$ cat config.mk
export PLATFORM = sky130hd
export DESIGN_NAME = mem_access_controller
export DESIGN_NICKNAME = d
export VERILOG_FILES = /design/src/rtl/mem_access_controller_pkg.sv /design/src/rtl/mem_access_controller_load_unit.sv /design/src/rtl/mem_access_controller.sv
export SDC_FILE = /design/constraint.sdc
export NUM_CORES = 1
export LEC_CHECK = 0
export ABC_AREA = 0
export BUFFER_PORTS_ARGS = -buffer_cell sky130_fd_sc_hd__buf_2
export CORE_MARGIN = 5
export CORE_UTILIZATION = 45
export CTS_CLUSTER_SIZE = 12
export DETAILED_ROUTE_END_ITERATION = 6
export GPL_ROUTABILITY_DRIVEN = 1
export PLACE_DENSITY_LB_ADDON = 0.08
export SETUP_SLACK_MARGIN = 0.1
export SLEW_MARGIN = 40
export SYNTH_ARGS = -nofsm -noshare
export SYNTH_HDL_FRONTEND = slang
export SYNTH_SLANG_ARGS = --single-unit
$ cat constraint.sdc
create_clock -name CLK -period 1.4 [get_ports CLK]
set_input_delay 0.14 -clock CLK [delete_from_list [all_inputs] [get_ports CLK]]
set_output_delay 0.14 -clock CLK [all_outputs]
set_load 0.1 [all_outputs]
$ cat src/rtl/mem_access_controller_pkg.sv
// mem_access_controller_pkg: FSM states, access-size encodings and store lane helpers
package mem_access_controller_pkg;
  typedef enum logic [1:0] {IDLE, BUS_REQ, RESPOND} state_t;
  typedef enum logic [1:0] {SZ_BYTE, SZ_HALF, SZ_WORD, SZ_ILLEGAL} size_t;
  function automatic logic misaligned(input logic [1:0] size, input logic [1:0] off);
    return size == SZ_ILLEGAL || (size == SZ_HALF && off[0]) || (size == SZ_WORD && off != 2'b00);
  endfunction
  function automatic logic [3:0] strobe(input logic [1:0] size, input logic [1:0] off);
    return size == SZ_BYTE ? 4'b0001 << off : size == SZ_HALF ? 4'b0011 << off : 4'b1111;
  endfunction
  function automatic logic [31:0] lanes(input logic [1:0] size, input logic [31:0] data);
    return size == SZ_BYTE ? {4{data[7:0]}} : size == SZ_HALF ? {2{data[15:0]}} : data;
  endfunction
endpackage

$ cat src/rtl/mem_access_controller_load_unit.sv
// mem_access_controller_load_unit: LOAD_SIZE/LOAD_UNSIGNED select sign or zero extension of right-justified DATA_IN onto OUTPUT
module mem_access_controller_load_unit
  import mem_access_controller_pkg::*;
(
  input  logic [1:0]  LOAD_SIZE,
  input  logic        LOAD_UNSIGNED,
  input  logic [31:0] DATA_IN,
  output logic [31:0] OUTPUT
);
  always_comb
    OUTPUT = LOAD_SIZE == SZ_BYTE ? {{24{!LOAD_UNSIGNED && DATA_IN[7]}}, DATA_IN[7:0]}
           : LOAD_SIZE == SZ_HALF ? {{16{!LOAD_UNSIGNED && DATA_IN[15]}}, DATA_IN[15:0]}
           : LOAD_SIZE == SZ_WORD ? DATA_IN : '0;
endmodule

$ cat src/rtl/mem_access_controller.sv
// mem_access_controller: sequences load/store accesses (REQ_* from pipeline, BUS_* valid/ready data bus, RSP_* one-cycle completion)
module mem_access_controller
  import mem_access_controller_pkg::*;
#(
  parameter int TIMEOUT_CYCLES = 16,
  parameter int CNT_WIDTH = 8
) (
  input  logic        CLK,
  input  logic        RESET,
  input  logic        REQ_VALID,
  output logic        REQ_READY,
  input  logic        REQ_WRITE,
  input  logic [31:0] REQ_ADDR,
  input  logic [1:0]  REQ_SIZE,
  input  logic        REQ_UNSIGNED,
  input  logic [31:0] REQ_WDATA,
  output logic        RSP_VALID,
  output logic [31:0] RSP_RDATA,
  output logic        RSP_ERROR,
  output logic        BUS_VALID,
  input  logic        BUS_READY,
  output logic        BUS_WE,
  output logic [31:0] BUS_ADDR,
  output logic [3:0]  BUS_WSTRB,
  output logic [31:0] BUS_WDATA,
  input  logic [31:0] BUS_RDATA,
  input  logic        BUS_ERROR
);
  state_t state, state_n;
  logic [1:0] size, off;
  logic uns, err, accept, bad, expire;
  logic [31:0] cap, ext;
  logic [CNT_WIDTH-1:0] cnt;
  assign REQ_READY = (state == IDLE || state == RESPOND) && !RESET;
  assign accept = REQ_VALID && REQ_READY;
  assign bad = misaligned(REQ_SIZE, REQ_ADDR[1:0]);
  assign expire = TIMEOUT_CYCLES != 0 && cnt == CNT_WIDTH'(TIMEOUT_CYCLES - 1) && !BUS_READY;
  mem_access_controller_load_unit u_load (
    .LOAD_SIZE(size),
    .LOAD_UNSIGNED(uns),
    .DATA_IN(cap),
    .OUTPUT(ext)
  );
  always_ff @(posedge CLK)
    state <= RESET ? IDLE : state_n;
  always_comb begin
    state_n = state;
    if (accept) state_n = bad ? RESPOND : BUS_REQ;
    else if (state == RESPOND) state_n = IDLE;
    else if (state == BUS_REQ && (BUS_READY || expire)) state_n = RESPOND;
    BUS_VALID = state == BUS_REQ;
    RSP_VALID = state == RESPOND;
    RSP_ERROR = RSP_VALID && err;
    RSP_RDATA = RSP_VALID && !err && !BUS_WE ? ext : '0;
  end
  always_ff @(posedge CLK)
    if (RESET) begin
      {size, uns, off, err, cnt, cap} <= '0;
      {BUS_WE, BUS_ADDR, BUS_WSTRB, BUS_WDATA} <= '0;
    end else if (accept) begin
      size <= REQ_SIZE;
      uns <= REQ_UNSIGNED;
      off <= REQ_ADDR[1:0];
      err <= bad;
      cnt <= '0;
      BUS_WE <= REQ_WRITE;
      BUS_ADDR <= {REQ_ADDR[31:2], 2'b00};
      BUS_WSTRB <= REQ_WRITE ? strobe(REQ_SIZE, REQ_ADDR[1:0]) : 4'b0000;
      BUS_WDATA <= REQ_WRITE ? lanes(REQ_SIZE, REQ_WDATA) : '0;
    end else if (state == BUS_REQ) begin
      if (BUS_READY) begin
        cap <= BUS_RDATA >> {off, 3'b000};
        err <= BUS_ERROR;
      end else begin
        cnt <= cnt + 1'b1;
        err <= expire;
      end
    end
endmodule
# --- Yosys cells after proc, flatten, opt, wreduce, memory -nomap -nowiden ---
# Cells that the tools add are included.
classes:
  add_sub_neg: 1
  mul: 0
  div_mod_pow: 0
  magnitude_cmp: 0
  n_eq_ne: 8
  shift: 3
  muxes: 17
  n_bitwise: 2
  reduce_logical: 29
op_table:
  columns: ["op", "n"]
  rows:
  - ["32-bit 2-to-1 mux", 7]
  - ["32-bit by 5-bit right shift with 32-bit output", 1]
  - ["4-bit 2-to-1 mux", 3]
  - ["1-bit logical AND", 11]
  - ["8-bit by 1-bit adder with 8-bit output, second input constant", 1]
  - ["2-bit equality test, second input constant", 4]
  - ["8-bit by 4-bit equality test with 1-bit output, second input constant", 1]
  - ["2-bit 2-to-1 mux", 4]
  - ["2-bit by 1-bit equality test with 1-bit output, second input constant", 3]
  - ["2-bit zero test", 3]
  - ["1-bit zero test", 5]
  - ["1-bit logical OR", 4]
  - ["2-bit nonzero test", 2]
  - ["1-bit by 2-bit << shifter with 4-bit output, first input constant", 1]
  - ["2-bit by 2-bit << shifter with 4-bit output, first input constant", 1]
  - ["1-bit 2-to-1 mux", 3]
  - ["3-bit AND reduction", 1]
  - ["3-bit nonzero test", 1]
  - ["1-bit NOT", 2]
  - ["2-bit AND reduction", 1]
  - ["2-bit OR reduction", 1]
word_totals:
  reg_bits: 115
  latch_bits: 0
  ram_bits: 0
  romBits: 0
  output_inout_bits: 105
  n_memories: 0

# --- Depth between registers and ports, before layout ---
logic_depth:
  word_depth: 7
  ltp_mapped: 6
  depth_no_buf: 5

# --- Modules after synthesis ---
# A second synthesis with hierarchy kept.
hier_totals:
  hier_cells: 621
  area_unflattened_um2: 5604.1
modules_own_cells:
  columns: ["module", "instances", "cells_per_inst", "area_per_inst_um2", "seq_area_each_um2"]
  rows:
  - ["mem_access_controller", 1, 576, 5122.4, 2302.2]
  - ["mem_access_controller_load_unit", 1, 45, 481.7, 0.0]

# --- Worst setup path after synthesis ---
# Ideal clock, no wire load.
synth_path:
  kind: "reg-to-output"
  startpoint: "register BUS_WE"
  endpoint: "output port RSP_RDATA[10]"
  arrival_time_ns: 2.571
  path_slack_ns: -1.311
  stages_incl_launch_ff: 3
  path_buffers: 0
  path_cell_list: "dfxtp_1 > a2111o_1 > nor2_1"
synth_between:
  elab_chain_cells: 3
synth_lines:
  columns: ["element", "line", "rtl"]
  rows:
  - ["from (decl)", "mem_access_controller.sv:22", "output logic BUS_WE,"]
  - ["from (signal assigned)", "mem_access_controller.sv:59", "{BUS_WE, BUS_ADDR, BUS_WSTRB, BUS_WDATA} <= '0;"]
  - ["from (signal assigned)", "mem_access_controller.sv:66", "BUS_WE <= REQ_WRITE;"]
  - ["1-bit zero test", "mem_access_controller.sv:54", "RSP_RDATA = RSP_VALID && !err && !BUS_WE ? ext : '0;"]
  - ["1-bit logical AND", "mem_access_controller.sv:54", null]
  - ["32-bit 2-to-1 mux", "mem_access_controller.sv:54", null]
  - ["to (decl)", "mem_access_controller.sv:18", "output logic [31:0] RSP_RDATA,"]
# Every way passes these cells.

# --- Worst setup path in the final report ---
layout_path:
  startpoint: "register state[0]"
  endpoint: "output port RSP_RDATA[13]"
layout_between:
  elab_chain_cells: 4
layout_lines:
  columns: ["element", "line", "rtl"]
  rows:
  - ["from (decl)", "mem_access_controller.sv:29", "state_t state, state_n;"]
  - ["from (signal assigned)", "mem_access_controller.sv:45", "state <= RESET ? IDLE : state_n;"]
  - ["2-bit equality test", "mem_access_controller.sv:52", "RSP_VALID = state == RESPOND;"]
  - ["1-bit logical AND (2 in a row)", "mem_access_controller.sv:54", null]
  - ["32-bit 2-to-1 mux", "mem_access_controller.sv:54", null]
# Every way passes these cells.

==> flow_results.org <==
** Status
- Result of the run :: complete, but fails checks
- Violations in the final reports :: setup timing

** Detailed routing
- The first detailed-routing pass ran for 5 iterations.
- Routed length per placed instance :: 21.74 um
- Iteration-0 DRC count of the detailed router :: slightly below 600
- Number of DRC violations after detailed routing :: 0
- Total number of vias :: 6341
- Using the TritonRoute via totals, the vias-per-cell ratio works out to 5.812.
- Summed over all layers, the routed wires come to 23720 um.
- The count of nets left with antenna violations once routing finished came out at 0.

** STA
- Setup violations remaining at the end of the flow were counted as ~130.
- Time the worst path needs with I/O delays and setup :: 1.991 ns
- Final hold vios :: 0
- Setup ws final :: -0.5910 ns
- Dividing the final minimum period by the clock period gives 1.422.
- Max Freq :: ~0.5 GHz
- Clock skew on the completed layout was measured at ~0.013 ns.
- Max-slew violation total from the final report :: 0
- Hold is met by 0.004915 ns.
- Setup repair after global routing could not meet its margin everywhere.

** Place
- The congestion estimate from routability-driven global placement came to between 0.9 and 1.
- HPWL after detailed placement :: approximately 12000 um
- After detailed placement, the total cell area comes to 7717 um2.
- Count of input and output buffers :: roughly 210

** Critical path
- Data arrives at the worst endpoint at about 1.9 ns.
- Grouping stages by cell kind, the critical path spends the most delay in buffers and inverters.
- The most numerous cell type found on the critical path is buf_12.
- Tracing the worst setup path back leads to its startpoint at state[0]$_SDFFE_PP0P_.
- Crit Reg-Reg Startpoint :: state[0]$_SDFFE_PP0P_
- In this design, the stage delay of the slowest critical-path cell is 0.36 ns.
- Class of the most critical setup path :: register to output pin
- Critical-path top delay cell :: a2111o_2
- STA classifies the critical path endpoint as an output pin.
- STA classifies the critical path startpoint as a register.
- Count of buffering cells on the critical path with inverters included :: 3
- Slack of the worst reg-to-reg path :: -0.16 ns
- In this run the worst path has a maximum fanout of 8.
- The signal on the critical path passes through nand2b_4 > buf_6 > a2111o_2 > buf_12 > nor2_4 > buf_12.
- R2R cell count :: 8
- The worst register-to-register path ends at BUS_WDATA[10]$_SDFFE_PP0P_.
- Required time of the critical path :: 1.26 ns

** Die
- Starting Density :: 0.4606
- Measured along the x axis, the die boundary spans 120.9 um.
- CORE AREA :: 12010 um2
- Die Ht :: 120.9 um
- Site row count :: 40
- Overall die area :: 14610 um2
- Number of primary I/O pins :: 210

** Cells and area
- ANT cells :: 0
- In the final design database the tool counted 1041 nets.
- Layout fillers :: 599
- Final Cell Area :: 10170 um2
- Layout cells sized above 1 :: 0.4947
- P&R area growth vs syn :: 83.76%

** GRT
- The initial antenna violation count is 0.
- Combined global-route utilization of all metal layers :: 0.2935
- The first global-routing pass estimated 34020 um of wire.
- Pin count of the biggest net entering global routing :: 42
- Remaining global-route overflow :: 0
- Via count of the first global-routing pass :: approximately 6500

** Clock network
- Later-pin clock latency in the skew report :: 0.42 ns
- Maximum clock path buffer count :: 2
- Buffer type at the clock tree root :: clkbuf_16
- Clock slew seen by the registers of the worst setup and hold paths :: 0.06 ns
- TritonCTS built the clock tree.
- Number of buffers created by CTS :: 17
- The clock tree synthesis step divided the H-tree into 4 levels.
- Clock tree synthesis found a total of about 120 sinks.

** Synthesis
- Area share of the leading cell type in the synthesized netlist :: 0.4161
- Synthesized area per cell :: 8.838 um2
- Count of flip-flops with a built-in enable after synthesis :: 0
- The largest total area in the synthesized netlist belongs to dfxtp_1.
- Flip-flop cell with the highest count after synthesis :: dfxtp_1
- Post-synthesis register bit count :: 115
- Post-synthesis sequential area ratio :: 0.4161
- Gate count after technology mapping :: 626
- Post-synthesis instance area :: 5533 um2
- The synthesized netlist contains 52 unique library cells.
- Sorting the synthesized cells by how often they occur yields 115 x dfxtp_1, 112 x nand2_1, 60 x a21oi_1.
- Synth area leaders :: dfxtp_1 42%, mux2i_1 7.6%, nand2_1 7.6%
- Library cell with the highest instance count after synthesis :: dfxtp_1
- Of all flip-flops after synthesis, the portion carrying an async set or reset was 0.
- Syn. warnings :: 0

** Job
- Count of max-cap constraint violations :: 0

** Power
- Peak ir drop on the vdd network :: 0.001154 V
- PwrDens :: 1150 nW/um2
- Leakage power :: 4.271 nW

** Min path
- Launch point of the worst hold path :: REQ_WDATA[3]
- The min-delay analysis places its worst path in the category primary input to register.
- The worst hold path was traced through 2 stages.
- Hold-critical path endpoint :: BUS_WDATA[3]$_SDFFE_PP0P_
==> routing by layer <==
| metal | global-route usage | vias up | part of all wire |
|---|---|---|---|
| li1 | - | 2831 | - |
| met1 | 0.3316 | 3010 | 0.36 |
| met2 | 0.5123 | 394 | 0.51 |
| met3 | 0.08252 | 106 | 0.087 |
| met4 | 0.1324 | 0 | 0.045 |
| met5 | 0 | - | 0 |
==> through the flow <==
step                      setup slack (ns)  total power, mW  cells  TNS [ns]    util
after floorplan                    -0.3564            5.635    627    -9.750       -
after global placement             -0.4023            6.391    974    -8.636  0.6418
after detailed placement           -0.2373            6.433    974    -11.42  0.6425
after CTS                          -0.6100            11.38   1079    -25.37  0.8151
after global routing               -0.6398            12.00   1091    -31.52  0.8465
final                              -0.5910            11.69   1091    -25.28  0.8465
==> registers in the layout (all words and copies together), names as in the netlist <==
signal / cells
BUS_ADDR: 30
BUS_WDATA: 32
BUS_WE: 1
BUS_WSTRB: 4
cap: 32
cnt: 8
err: 1
off: 2
size: 2
state: 2
uns: 1
==> worst reg2reg max path, stage by stage, from the launching register on <==
cell	delay, ns
dfxtp_2	0.33
buf_6	0.15
nor3b_4	0.24
buf_6	0.16
buf_12	0.12
buf_12	0.10
nand2_8	0.08
buf_12	0.15
o2bb2ai_1	0.16
==> area by class of cell <==
type                       instances  area (um2)  area share
timing repair buffer             337        3510      0.3452
multi-input combinational        439        3456      0.3399
sequential                       115        2328      0.2290
clock buffer                      20       446.7     0.04393
tap                              147       183.9     0.01809
clock inverter                    12       156.4     0.01538
inverter                          21       86.33    0.008491
==> how the worst max path moves through the flow <==
| stage | end | slack (ns) | cells after the start |
|---|---|---|---|
| 5_1_grt | RSP_RDATA[20] | -0.64 | 7 |
| 3_3_place_gp | RSP_RDATA[7] | -0.40 | 4 |
| 2_1_floorplan | RSP_RDATA[10] | -0.36 | 3 |
| 4_1_cts | RSP_RDATA[13] | -0.61 | 5 |
| 6_report | RSP_RDATA[13] | -0.59 | 6 |
| 3_5_place_dp | RSP_RDATA[13] | -0.24 | 6 |
==> where the power goes <==
part | switching [mW] | total, mW | leakage (nW) | internal (mW)
Clock | 1.66 | 4.51 | 0.290 | 2.85
Sequential | 0.148 | 3.61 | 0.945 | 3.46
Combinational | 2.26 | 3.57 | 3.04 | 1.31
Total | 4.07 | 11.7 | 4.27 | 7.62
==> cells in the final DEF (no fill, tap or decap), types with 3 or more instances in the layout <==
cell,Yosys,final
a211oi_1,3,3
o2bb2ai_2,0,16
mux2i_1,42,42
a21oi_2,1,8
nand2_2,2,7
dfxtp_4,0,5
o21ai_2,0,10
nand2_1,112,105
buf_4,7,93
nand2b_4,1,3
a21oi_1,60,53
buf_2,20,104
nor2b_1,5,4
buf_16,0,13
or3_4,0,3
clkbuf_16,0,22
clkinv_4,0,4
clkbuf_4,0,10
buf_6,5,19
clkinvlp_4,0,4
dlygate4sd3_1,0,35
nand3_1,15,11
inv_1,21,19
a2bb2oi_1,8,8
nand3_2,0,3
or4_4,1,3
bufinv_16,0,3
nor2_4,1,11
dfxtp_2,0,6
a22o_1,16,16
o21ai_1,0,30
mux4_2,8,8
nor2_1,13,3
or3_1,11,8
o21ai_0,56,16
ha_1,5,4
and2_4,0,10
o21a_4,0,16
dfxtp_1,115,104
buf_12,0,56
==> logic make-up after synthesis <==
group,after synthesis,synth area share
flops,115,0.4161
fa+ha+maj,5,0.01131
simple gates,191,0.1755
compound gates,188,0.2182
other cells,1,0.0006778
mux,50,0.1085
buf+inv,74,0.06649
xor+xnor,2,0.003167
==> timing repair <==
item	CTS	global route
endpoints found under the setup margin	213	162
hold endpoints to repair	35	0
cloned	14	7
resized for setup	185	54
pin swaps	54	14
hold buffers	35	0
setup buffers	24	8
Note: power is estimated with default switching activity, not from simulation.
